`config.mk`:
```
export PLATFORM = sky130hd
export DESIGN_NAME = ps2_mouse_init_sequencer
export DESIGN_NICKNAME = d
export VERILOG_FILES = /design/src/rtl/ps2_mouse_init_sequencer.sv
export SDC_FILE = /design/constraint.sdc
export NUM_CORES = 1
export LEC_CHECK = 0
export BUFFER_PORTS_ARGS = -buffer_cell sky130_fd_sc_hd__clkbuf_2
export CAP_MARGIN = 10
export CELL_PAD_IN_SITES_DETAIL_PLACEMENT = 1
export CELL_PAD_IN_SITES_GLOBAL_PLACEMENT = 2
export CORE_ASPECT_RATIO = 0.9
export CORE_MARGIN = 10
export CORE_UTILIZATION = 36
export CTS_CLUSTER_SIZE = 10
export DETAILED_ROUTE_END_ITERATION = 16
export PLACE_DENSITY = 0.93
export SLEW_MARGIN = 0
export SYNTH_ARGS = -nofsm -noshare
export SYNTH_HDL_FRONTEND = slang
export SYNTH_SLANG_ARGS = --single-unit
```
`constraint.sdc`:
```
create_clock -name Clk -period 5.3 [get_ports Clk]
set_input_delay 1.325 -clock Clk [delete_from_list [all_inputs] [get_ports Clk]]
set_output_delay 1.325 -clock Clk [all_outputs]
set_load 0.005 [all_outputs]
```
`src/rtl/ps2_mouse_init_sequencer.sv`:
```
// PS/2 mouse host-side init sequencer.
// Runs the configuration script, checks each device response, retries the
// whole script on failure and raises Stream_On once the mouse is streaming.
module ps2_mouse_init_sequencer #(
  parameter int         TIMEOUT_CYCLES = 2_500_000,
  parameter int         MAX_RETRIES    = 3,
  parameter logic [7:0] SAMPLE_RATE    = 8'd100,
  parameter logic [7:0] RESOLUTION     = 8'd2
) (
  input  logic       Clk,
  input  logic       Reset,
  input  logic       Start,
  output logic       Tx_Valid,
  output logic [7:0] Tx_Data,
  input  logic       Tx_Ready,
  input  logic       Tx_Done,
  input  logic       Tx_Err,
  input  logic       Rx_Valid,
  input  logic [7:0] Rx_Data,
  output logic       Stream_On,
  output logic       Busy,
  output logic       Init_Fail,
  output logic [1:0] Retry_Count,
  output logic [3:0] State_Code
);

  // Timer must hold values up to TIMEOUT_CYCLES-1.
  localparam int         TW         = (TIMEOUT_CYCLES > 2) ? $clog2(TIMEOUT_CYCLES) : 1;
  localparam logic [TW-1:0] TIMER_LAST = TW'(TIMEOUT_CYCLES - 1);
  localparam logic [1:0] MAX_R      = 2'(MAX_RETRIES);
  localparam logic [2:0] SCRIPT_LEN = 3'd6;
  localparam logic [1:0] MAX_RESEND = 2'd2;

  localparam logic [7:0] RSP_ACK    = 8'hFA;
  localparam logic [7:0] RSP_RESEND = 8'hFE;
  localparam logic [7:0] RSP_BAT_OK = 8'hAA;
  localparam logic [7:0] RSP_ID     = 8'h00;

  typedef enum logic [3:0] {
    S_IDLE    = 4'h0,
    S_SEND    = 4'h1,
    S_TXWAIT  = 4'h2,
    S_ACK     = 4'h3,
    S_BAT     = 4'h4,
    S_ID      = 4'h5,
    S_NEXT    = 4'h6,
    S_RESTART = 4'h7,
    S_RUN     = 4'h8,
    S_FAIL    = 4'hF
  } state_t;

  state_t        state, state_n;
  logic [2:0]    step, step_n;
  logic [1:0]    retries, retries_n;
  logic [1:0]    resend, resend_n;
  logic [TW-1:0] timer, timer_n;
  logic          timeout;
  logic          wait_state_n;

  // Script bytes in send order: reset, set sample rate, set resolution, enable.
  function automatic logic [7:0] script_byte(input logic [2:0] idx);
    case (idx)
      3'd0:    script_byte = 8'hFF;
      3'd1:    script_byte = 8'hF3;
      3'd2:    script_byte = SAMPLE_RATE;
      3'd3:    script_byte = 8'hE8;
      3'd4:    script_byte = RESOLUTION;
      3'd5:    script_byte = 8'hF4;
      default: script_byte = 8'h00;
    endcase
  endfunction

  assign timeout = (timer == TIMER_LAST);

  // Next-state logic; a received byte always beats the timeout terminal count.
  always_comb begin
    state_n   = state;
    step_n    = step;
    retries_n = retries;
    resend_n  = resend;
    case (state)
      S_IDLE, S_FAIL: begin
        if (Start) begin
          state_n   = S_SEND;
          step_n    = 3'd0;
          retries_n = 2'd0;
          resend_n  = 2'd0;
        end
      end
      S_SEND: begin
        if (Tx_Ready) state_n = S_TXWAIT;
      end
      S_TXWAIT: begin
        if (Tx_Err)       state_n = S_RESTART;
        else if (Tx_Done) state_n = S_ACK;
        else if (timeout) state_n = S_RESTART;
      end
      S_ACK: begin
        if (Rx_Valid) begin
          if (Rx_Data == RSP_ACK) begin
            state_n = (step == 3'd0) ? S_BAT : S_NEXT;
          end else if (Rx_Data == RSP_RESEND) begin
            if (resend == MAX_RESEND) begin
              state_n = S_RESTART;
            end else begin
              state_n  = S_SEND;
              resend_n = resend + 2'd1;
            end
          end else begin
            state_n = S_RESTART;
          end
        end else if (timeout) begin
          state_n = S_RESTART;
        end
      end
      S_BAT: begin
        if (Rx_Valid)     state_n = (Rx_Data == RSP_BAT_OK) ? S_ID : S_RESTART;
        else if (timeout) state_n = S_RESTART;
      end
      S_ID: begin
        if (Rx_Valid)     state_n = (Rx_Data == RSP_ID) ? S_NEXT : S_RESTART;
        else if (timeout) state_n = S_RESTART;
      end
      S_NEXT: begin
        step_n   = step + 3'd1;
        resend_n = 2'd0;
        state_n  = (step + 3'd1 == SCRIPT_LEN) ? S_RUN : S_SEND;
      end
      S_RESTART: begin
        if (retries == MAX_R) begin
          state_n = S_FAIL;
        end else begin
          state_n   = S_SEND;
          retries_n = retries + 2'd1;
          step_n    = 3'd0;
          resend_n  = 2'd0;
        end
      end
      S_RUN: begin
        state_n = S_RUN;
      end
      default: begin
        state_n = S_IDLE;
      end
    endcase

    wait_state_n = (state_n == S_TXWAIT) || (state_n == S_ACK) ||
                   (state_n == S_BAT)    || (state_n == S_ID);
    if (wait_state_n && (state_n == state)) timer_n = timer + TW'(1);
    else                                    timer_n = '0;
  end

  // State registers plus outputs decoded from the next state so every output is a flop.
  always_ff @(posedge Clk) begin
    if (Reset) begin
      state       <= S_IDLE;
      step        <= 3'd0;
      retries     <= 2'd0;
      resend      <= 2'd0;
      timer       <= '0;
      Tx_Valid    <= 1'b0;
      Tx_Data     <= 8'h00;
      Stream_On   <= 1'b0;
      Busy        <= 1'b0;
      Init_Fail   <= 1'b0;
      Retry_Count <= 2'd0;
      State_Code  <= 4'h0;
    end else begin
      state       <= state_n;
      step        <= step_n;
      retries     <= retries_n;
      resend      <= resend_n;
      timer       <= timer_n;
      Tx_Valid    <= (state_n == S_SEND);
      Tx_Data     <= (state_n == S_SEND) ? script_byte(step_n) : Tx_Data;
      Stream_On   <= (state_n == S_RUN);
      Busy        <= !((state_n == S_IDLE) || (state_n == S_RUN) || (state_n == S_FAIL));
      Init_Fail   <= (state_n == S_FAIL);
      Retry_Count <= retries_n;
      State_Code  <= state_n;
    end
  end

endmodule
```
Yosys cells after proc, flatten, opt, wreduce, memory -nomap -nowiden
Index checks and enable logic that the tools add are counted.
{"block": "totals", "reg_bits": 45, "input_bits": 15, "wordCells": 98}
{"block": "op_classes", "n_addsub": 4, "eq_ne": 35, "mux": 30, "bitwise": 1, "n_reduce_logical": 18}
{"op": "4-bit 2-to-1 mux", "n": 12}
{"op": "8-bit case mux with 6 select lines", "n": 1}
{"op": "4-bit case mux with 9 select lines", "n": 1}
{"op": "4-bit by 3-bit == test with 1-bit output, second input constant", "n": 6}
{"op": "8-bit == test, second input constant", "n": 3}
{"op": "22-bit by 1-bit adder with 22-bit output, second input constant", "n": 1}
{"op": "22-bit == test, second input constant", "n": 1}
{"op": "2-bit 2-to-1 mux", "n": 9}
{"op": "4-bit by 2-bit == test with 1-bit output, second input constant", "n": 4}
{"op": "4-bit == test, second input constant", "n": 4}
{"op": "2-bit inequality test, second input constant", "n": 6}
{"op": "3-bit == test, second input constant", "n": 3}
{"op": "3-bit 2-to-1 mux", "n": 3}
{"op": "3-bit case mux with 3 select lines", "n": 1}
{"op": "4-bit by 1-bit == test with 1-bit output, second input constant", "n": 2}
{"op": "4-bit zero test", "n": 2}
{"op": "8-bit zero test", "n": 1}
{"op": "2-bit case mux with 4 select lines", "n": 1}
{"op": "7-bit AND reduction", "n": 1}
{"op": "3-bit by 2-bit == test with 1-bit output, second input constant", "n": 2}
{"op": "3-bit zero test", "n": 2}
{"op": "1-bit logical OR", "n": 5}
{"op": "2-bit by 1-bit adder with 2-bit output, second input constant", "n": 2}
{"op": "2-bit == test, second input constant", "n": 2}
{"op": "other kinds (12)", "n": 13}

Logic depth before layout (Yosys ltp)
Gate-level depths: netlist of run 1.
{"block": "logic_depth", "word_depth": 13, "depth_mapped": 10}

Worst setup path after synthesis of run 1
No wires, ideal clock.
{"block": "synth_timing", "path_type": "input -> register", "from": "input Rx_Data[5]", "to": "register timer[11]", "arrival_ps": 3013, "required_time_ps": 5236, "setup_slack_ps": 2223, "stages": 8, "path_cell_list": "or4b_1 nor4_1 o22ai_1 nor2_1 o21bai_1 a2111o_1 buf_2 nor2_1"}
{"block": "synth_via", "elab_chain_len": 12, "elab_cells_between_ends": 23, "classes_between": "eq/ne (8); mux (8); bitwise (1); reduce/logical (6)"}
{"element": "start: declaration", "line_no": "19", "source": "input logic [7:0] Rx_Data,"}
{"element": "8-bit == test", "line_no": "102", "source": "end else if (Rx_Data == RSP_RESEND) begin"}
{"element": "4-bit 2-to-1 mux", "line_no": "102"}
{"element": "4-bit 2-to-1 mux", "line_no": "100", "source": "if (Rx_Data == RSP_ACK) begin"}
{"element": "4-bit 2-to-1 mux", "line_no": "99", "source": "if (Rx_Valid) begin"}
{"element": "4-bit case mux with 9 select lines (*)", "line_no": "81", "source": "case (state)"}
{"element": "4-bit by 2-bit == test with 1-bit output", "line_no": "147", "source": "wait_state_n = (state_n == S_TXWAIT) || (state_n == S_ACK) ||"}
{"element": "1-bit logical OR (2 in series)", "line_no": "147"}
{"element": "1-bit logical OR", "line_no": "148", "source": "(state_n == S_BAT) || (state_n == S_ID);"}
{"element": "1-bit logical AND (*)", "line_no": "149", "source": "if (wait_state_n && (state_n == state)) timer_n = timer + TW'(1);"}
{"element": "1-bit inverter (no source line) (*)"}
{"element": "2-bit OR reduction (no source line) (*)"}
{"element": "end signal: assignment", "line_no": "173", "source": "timer <= timer_n;"}
{"element": "end: declaration", "line_no": "56", "source": "logic [TW-1:0] timer, timer_n;"}
Every way passes the cells marked *; elsewhere a longest branch is shown, timed or not.
A chain may end at the register's enable or synchronous reset.

Worst setup path in the final report of run 1
{"block": "layout_timing", "from": "input Rx_Data[5]", "to": "register timer[6]"}
The elaborated chain is that of the path after synthesis.

==> impl_metrics.csv, run 1 <==
group,metric,value,unit
power,switchingPower,232.2,uW
hold_path,min_path_cells,2,
synthesis,ys_top_cells_by_count,"nor2_1, dfxtp_1, nand2_1",
routing,wl,6186,um
synthesis,netlist_area,2389,um2
final_layout,finish.net_count,339,
hold_path,holdPathEnd,"resend[1]",
die,rows,28,
worst_setup_path,cp_max_fo,22,
die,die_h,97.28,um
power,p_int,558.2,uW
worst_setup_path,r2r_end,"timer[6]",
place,routabilityCongestion,0.8340,
synthesis,yosys_most_used_dff,"dfxtp_1",
global_route,overflow,0,
sta,period_minus_slack,3283,ps
synthesis,synth_nets,314,
final_layout,fin_util,41.46,%
die,io_pins,33,
global_route,grt_usage,12.07,%
clock_tree,post_cts_resized,0,
synthesis,ys_async_sr_fraction,0,%
routing,firstDrtPassIters,4,
sta,slew_violations,0,
power,p_total,790.4,uW
die,dieWidth,105.9,um
die,start_util,36.66,%
worst_setup_path,worstRegToRegCells,7,
synthesis,synth_compound_area_share,14.98,%
clock_tree,cts_tree,"done",
synthesis,ys_warn_count,0,
final_layout,layout-drive-gt1-share,15.36,%
place,io_buffer_count,32,
synthesis,ys_types,57,
clock_tree,cts.clk_slew.worst_paths,80,ps
global_route,first_global_vias,2100,
global_route,antenna_found_initial,0,
worst_setup_path,worstPathRequired,5520,ps
synthesis,synth.largest_area_cell,"dfxtp_1",
die,die-area,10300,um2
run_status,status,"completed",
synthesis,syn_avg_cell_area,8.152,um2
routing,drc,0,
clock_tree,clockRootBuffer,"clkbuf_8",
sta,worst_pin_slew,721.1,ps
sta,hold_violations,0,
sta,slew_headroom,51.93,%
routing,vias_per_cell,5.210,
worst_setup_path,criticalPathCategory,"in2reg",
clock_tree,numCtsBuffers,5,
sta,clock_skew,10.80,ps
power,pwr-share-comb,19.5,%
synthesis,synth_top_family_by_area,"simple AND/OR/NAND/NOR gates",
job,maxCapViolations,0,
routing,vias,2131,
place,dp_hpwl,4556,um
clock_tree,cts_hold_buf,0,
sta,hold_ws,461.2,ps
global_route,grt_pass1_wl,10450,um
power,pwr_density_cell,292.6,nW/um2
synthesis,synth-adder-area-share,3.143,%
sta,setup_viol,0,
synthesis,syn_inst,293,
hold_path,holdCritStartpoint,"resend[1]",
sta,rsz0062_at_grt,"false",
clock_tree,clock-sinks,44,
sta,max_freq,304.6,MHz
worst_setup_path,critPathLaunch,"Rx_Data[5]",
clock_tree,clk_latency,300,ps
synthesis,synth_xor_area_share,8.067,%
synthesis,yosys.cell_count.top_type,"nor2_1",
power,power_switching_share,29.38,%
worst_setup_path,worstPathArrival,3500,ps
worst_setup_path,critPathLaunchType,"input pin",
clock_tree,htree_levels,2,
power,power.clock.fraction,32.6,%
place,dpl_cell_area,2594,um2
final_layout,fin_area,2701,um2
global_route,grt_max_degree,23,
hold_path,worstHoldPathType,"reg2reg",
synthesis,synth_seq_cells,44,
routing,antenna_left,0,
power,p_leak,0.001063,uW
power,pwr-share-seq,47.9,%
routing,drt-initial-drc-count,78,
synthesis,synthMuxAreaShare,1.257,%
clock_tree,cts_buffer_depth,2,
synthesis,synth.top_cell.area_share,36.88,%
worst_setup_path,r2r_start,"timer[9]",
worst_setup_path,crit_path_end_kind,"flip-flop",
die,core_area,6516,um2
final_layout,n_fill_cell,828,
synthesis,synth_seq_area_share,36.88,%
worst_setup_path,reg2reg_setup_slack,2300,ps
synthesis,synthSimpleGateAreaFrac,31.12,%
routing,wl_per_cell,15.12,um
synthesis,synth_edf_count,0,
clock_tree,postCtsSetupBuffers,0,
sta,period_share,61.94,%
power,irDropWorstVdd,0.1747,mV
sta,fin_setup_tns,0,ps
synthesis,synthTopCellsByArea,"dfxtp_1, nor2_1, xor2_1",
final_layout,syn_to_final_growth,13.10,%
final_layout,antenna_cells,0,
-- flip-flops by register name, summed over array words and instances, names as in the netlist --
signal and cells:
resend 2, Init_Fail 1, step 3, Stream_On 1, Busy 1, Tx_Valid 1
timer 22, state 4, Tx_Data 7, retries 2
-- worst max path at each step --
stage | cells past startpoint | slack [ps] | endpoint
floorplan | 8 | 2220 | timer[11]
global placement | 8 | 1800 | timer[11]
detailed placement | 8 | 1710 | timer[19]
CTS | 8 | 2020 | timer[19]
global route | 8 | 1760 | timer[6]
finish | 8 | 2020 | timer[6]
-- cell type report --
class | instances | area (um2) | area share [%]
inverter | 11 | 41.29 | 1.528
sequential | 44 | 880.8 | 32.61
clock inverter | 2 | 35.03 | 1.297
clock buffer | 6 | 72.57 | 2.686
tap | 90 | 112.6 | 4.169
multi-input combinational | 224 | 1399 | 51.78
timing repair buffer | 32 | 160.2 | 5.929
-- cell families after synthesis --
family / count (synthesis)
AND/OR/NAND/NOR: 143
buffers and inverters: 25
flip-flops: 44
multiplexers: 3
XOR/XNOR: 22
adder cells (fa/ha/maj): 6
AO/OA/AOI/OAI: 50
-- routing by layer --
| metal | vias up | global-route usage [%] | routed length, um |
|---|---|---|---|
| met4 | 0 | 3.434 | 73 |
| met2 | 32 | 18.39 | 2732 |
| met3 | 7 | 4.045 | 310 |
| li1 | 1075 | - | - |
| met5 | - | 0 | 0 |
| met1 | 1017 | 15.74 | 3069 |
-- through the flow --
stage	setup WS (ps)	cells
final	2017	409
after global routing	1761	409
after CTS	2019	409
after detailed placement	1714	401
after global placement	1801	401
after floorplan	2223	293
-- worst max-delay path, cell delays in order --
cell	delay, ps
clkbuf_2	90
or4b_1	520
nor4_1	220
o22ai_1	200
nor2_1	140
o21bai_1	80
a2111o_1	720
nor2_1	220
-- placed cells by master (no fill, tap or decap), drive strengths merged, types with 3 or more instances in the layout --
master | Yosys | layout
nor2 | 51 | 51
dfxtp | 44 | 44
clkbuf | 7 | 38
nand2 | 22 | 22
a21oi | 17 | 17
nand3 | 14 | 14
xor2 | 12 | 12
inv | 11 | 11
xnor2 | 10 | 10
and3 | 10 | 10
nor3 | 9 | 9
and2 | 6 | 6
ha | 6 | 6
or3 | 5 | 5
nand4 | 4 | 4
nand2b | 4 | 4
o21ai | 4 | 4
nor4b | 3 | 3
o21bai | 3 | 3
mux2i | 3 | 3
or4b | 3 | 3
o22ai | 3 | 3
o211ai | 3 | 3
-- power by group through the flow --
| stage | Sequential (uW) | Clock [uW] | Combinational [uW] |
|---|---|---|---|
| 6_report | 378 | 258 | 154 |
| 5_1_grt | 382 | 281 | 175 |
| 4_1_cts | 379 | 265 | 158 |
| 3_5_place_dp | 386 | 0 | 156 |
| 3_3_place_gp | 385 | 0 | 152 |
| 2_1_floorplan | 373 | 0 | 120 |
Power figures use the tool's default switching activity.
==> run 2, diff against run 1 <==
--- a/config.mk
+++ b/config.mk
@@ -11,10 +11,10 @@
 export CELL_PAD_IN_SITES_GLOBAL_PLACEMENT = 2
 export CORE_ASPECT_RATIO = 0.9
 export CORE_MARGIN = 10
-export CORE_UTILIZATION = 36
+export CORE_UTILIZATION = 30
 export CTS_CLUSTER_SIZE = 10
 export DETAILED_ROUTE_END_ITERATION = 16
-export PLACE_DENSITY = 0.93
+export PLACE_DENSITY = 0.84
 export SLEW_MARGIN = 0
 export SYNTH_ARGS = -nofsm -noshare
 export SYNTH_HDL_FRONTEND = slang
==> constraint.sdc (replaced) <==
create_clock -name Clk -period 2.7 [get_ports Clk]
set_input_delay 0.675 -clock Clk [delete_from_list [all_inputs] [get_ports Clk]]
set_output_delay 0.675 -clock Clk [all_outputs]
set_load 0.005 [all_outputs]
==> run 2 against run 1 <==
Effect of this change:
- register-to-register slack worse by 2200 ps
- via count rose by 5.7%
- global-route usage fell by 0.85 points
- final cell count up 7.8%
- total power is 120% higher
- sequential cell count unchanged
- sequential power rose by 90%
- design area is 9.7% higher
- die area up 16%
- clock skew is 2.9 ps higher
- utilization shrank 2.8 points
- critical endpoint is now Tx_Data[3]
- largest cell class unchanged
- largest power group unchanged
- highest routed layer unchanged
==> impl_metrics.csv, run 2 (synthesis results as in run 1) <==
group,metric,value,unit
run_status,status,"completed",
routing,vias_per_cell,5.107,
sta,clock_skew,13.74,ps
routing,wl,6718,um
global_route,first_global_vias,2318,
clock_tree,cts.clk_slew.worst_paths,90,ps
clock_tree,cts_tree,"done",
clock_tree,cts_buffer_depth,2,
worst_setup_path,critPathLaunchType,"flip-flop",
sta,hold_violations,0,
hold_path,min_path_cells,2,
power,irDropWorstVdd,0.2884,mV
clock_tree,clk_latency,310,ps
final_layout,finalNonFillerCells,441,
clock_tree,clockRootBuffer,"clkbuf_8",
routing,drt-initial-drc-count,79,
power,pwr_density_cell,581.7,nW/um2
worst_setup_path,criticalPathCategory,"reg2reg",
hold_path,holdPathEnd,"Tx_Data[1]",
die,rows,30,
clock_tree,htree_levels,2,
job,maxCapViolations,0,
worst_setup_path,crit_chain,"or4b_4 -> or4b_4 -> nor4_4 -> o32a_2 -> o211ai_2 -> buf_12 -> or3_1 -> a21oi_2",
worst_setup_path,cpMostUsedCell,"or4b_4",
final_layout,largest_register_ffs,22,
sta,period_minus_slack,2641,ps
routing,antenna_left,0,
place,routabilityCongestion,0.7949,
die,die-area,11940,um2
final_layout,syn_to_final_growth,24.04,%
worst_setup_path,path_buf_inv,1,
hold_path,holdCritStartpoint,"Tx_Data[1]",
global_route,grt_usage,11.23,%
sta,fin_setup_tns,0,ps
worst_setup_path,worstPathArrival,2890,ps
worst_setup_path,reg2reg_setup_slack,60,ps
worst_setup_path,crit_path_end_kind,"flip-flop",
global_route,antenna_found_initial,0,
worst_setup_path,slowest_delay,540,ps
final_layout,antenna_cells,0,
sta,slew_violations,0,
clock_tree,clock-sinks,44,
place,dp_hpwl,5074,um
global_route,grt_pass1_wl,11210,um
final_layout,fin_util,38.69,%
sta,setup_viol,0,
final_layout,layout_common_cells,"nor2_1, dfxtp_1, clkbuf_2",
worst_setup_path,r2r_end,"Tx_Data[3]",
worst_setup_path,worstPathRequired,2950,ps
hold_path,worstHoldPathType,"reg2reg",
clock_tree,numCtsBuffers,5,
place,placed_cells,429,
sta,worst_slack,58.99,ps
worst_setup_path,cp_top_family,"simple AND/OR/NAND/NOR gates",
worst_setup_path,r2r_start,"timer[9]",
die,core_area,7657,um2
die,io_pins,33,
routing,vias,2252,
power,p_leak,0.001214,uW
routing,drc,0,
final_layout,finish.net_count,365,
final_layout,top_regs,"timer: 22 flops, Tx_Data: 7 flops, state: 4 flops",
sta,worst_pin_slew,493.4,ps
global_route,grt_max_degree,23,
routing,firstDrtPassIters,4,
routing,wl_per_cell,15.23,um
sta,slew_headroom,67.06,%
global_route,overflow,0,
die,dieWidth,114.1,um
worst_setup_path,cp_max_fo,9,
final_layout,layout-drive-gt1-share,23.48,%
place,io_buffer_count,32,
final_layout,final_common_cell,"nor2_1",
die,start_util,31.19,%
worst_setup_path,worstRegToRegCells,8,
place,place_ws,-59.36,ps
final_layout,top_register,"timer",
die,die_h,104.7,um
worst_setup_path,slowest_stage,"or4b_4",
sta,period_share,97.82,%
sta,hold_ws,463.8,ps
sta,max_freq,378.6,MHz
-- run 2: cell types whose count changed in the layout (fill, tap and decap cells not counted), sizes merged --
cell  before  now
buf        0   26
-- run 2: area by class of cell --
class / count / area, um2
clock buffers: 6 / 82.58
clock inverters: 2 / 38.79
fillers: 940 / 4695
inverters: 11 / 41.29
multi-input cells: 224 / 1419
flip-flops and latches: 44 / 880.8
well taps: 96 / 120.1
repair buffers: 58 / 380.4
-- run 2: per-stage QoR --
stage / cell area, um2 / total power (uW)
detailed placement: 2791 / 1146
global placement: 2791 / 1138
floorplan: 2389 / 967.4
CTS: 2913 / 1710
finish: 2963 / 1723
global route: 2963 / 1820
-- run 2: worst max-delay path by stage --
stage | startpoint | endpoint | slack [ps] | depth (start not counted)
global route | timer[9] | Tx_Data[3] | -20 | 8
global placement | timer[9] | Tx_Data[3] | -20 | 8
CTS | timer[9] | Tx_Data[3] | 60 | 8
floorplan | timer[9] | Tx_Data[1] | 230 | 8
detailed placement | Rx_Data[5] | timer[13] | -60 | 9
finish | timer[9] | Tx_Data[3] | 60 | 8
-- run 2: timing repair --
item,CTS,global route
endpoints found under the setup margin,2,24
hold buffers,0,0
endpoints found under the hold margin,0,0
pin swaps,2,1
resized for setup,0,5
buffers inserted,0,4
-- run 2: layer usage --
metal	part of all wire (%)	wire, um	GRT usage [%]	up-vias
met5	0	0	0	-
met4	1.2	79	4.562	0
met3	4.5	305	2.516	6
met2	45	3018	16.71	34
met1	49	3314	15.18	1086
li1	-	-	-	1126
-- run 2: where the power goes --
part / total [uW] / leakage, uW / switching (uW) / internal (uW)
combinational: 451 / 0.000796 / 229 / 222
clock: 553 / 0.0000614 / 250 / 303
sequential: 720 / 0.000357 / 28.0 / 692
total: 1720 / 0.00121 / 507 / 1220
-- run 2: worst min-delay path, delay by kind of cell (launching register included) --
family	cells	cell delay, ps
compound gates	1	40
flops	1	320
simple gates	1	60
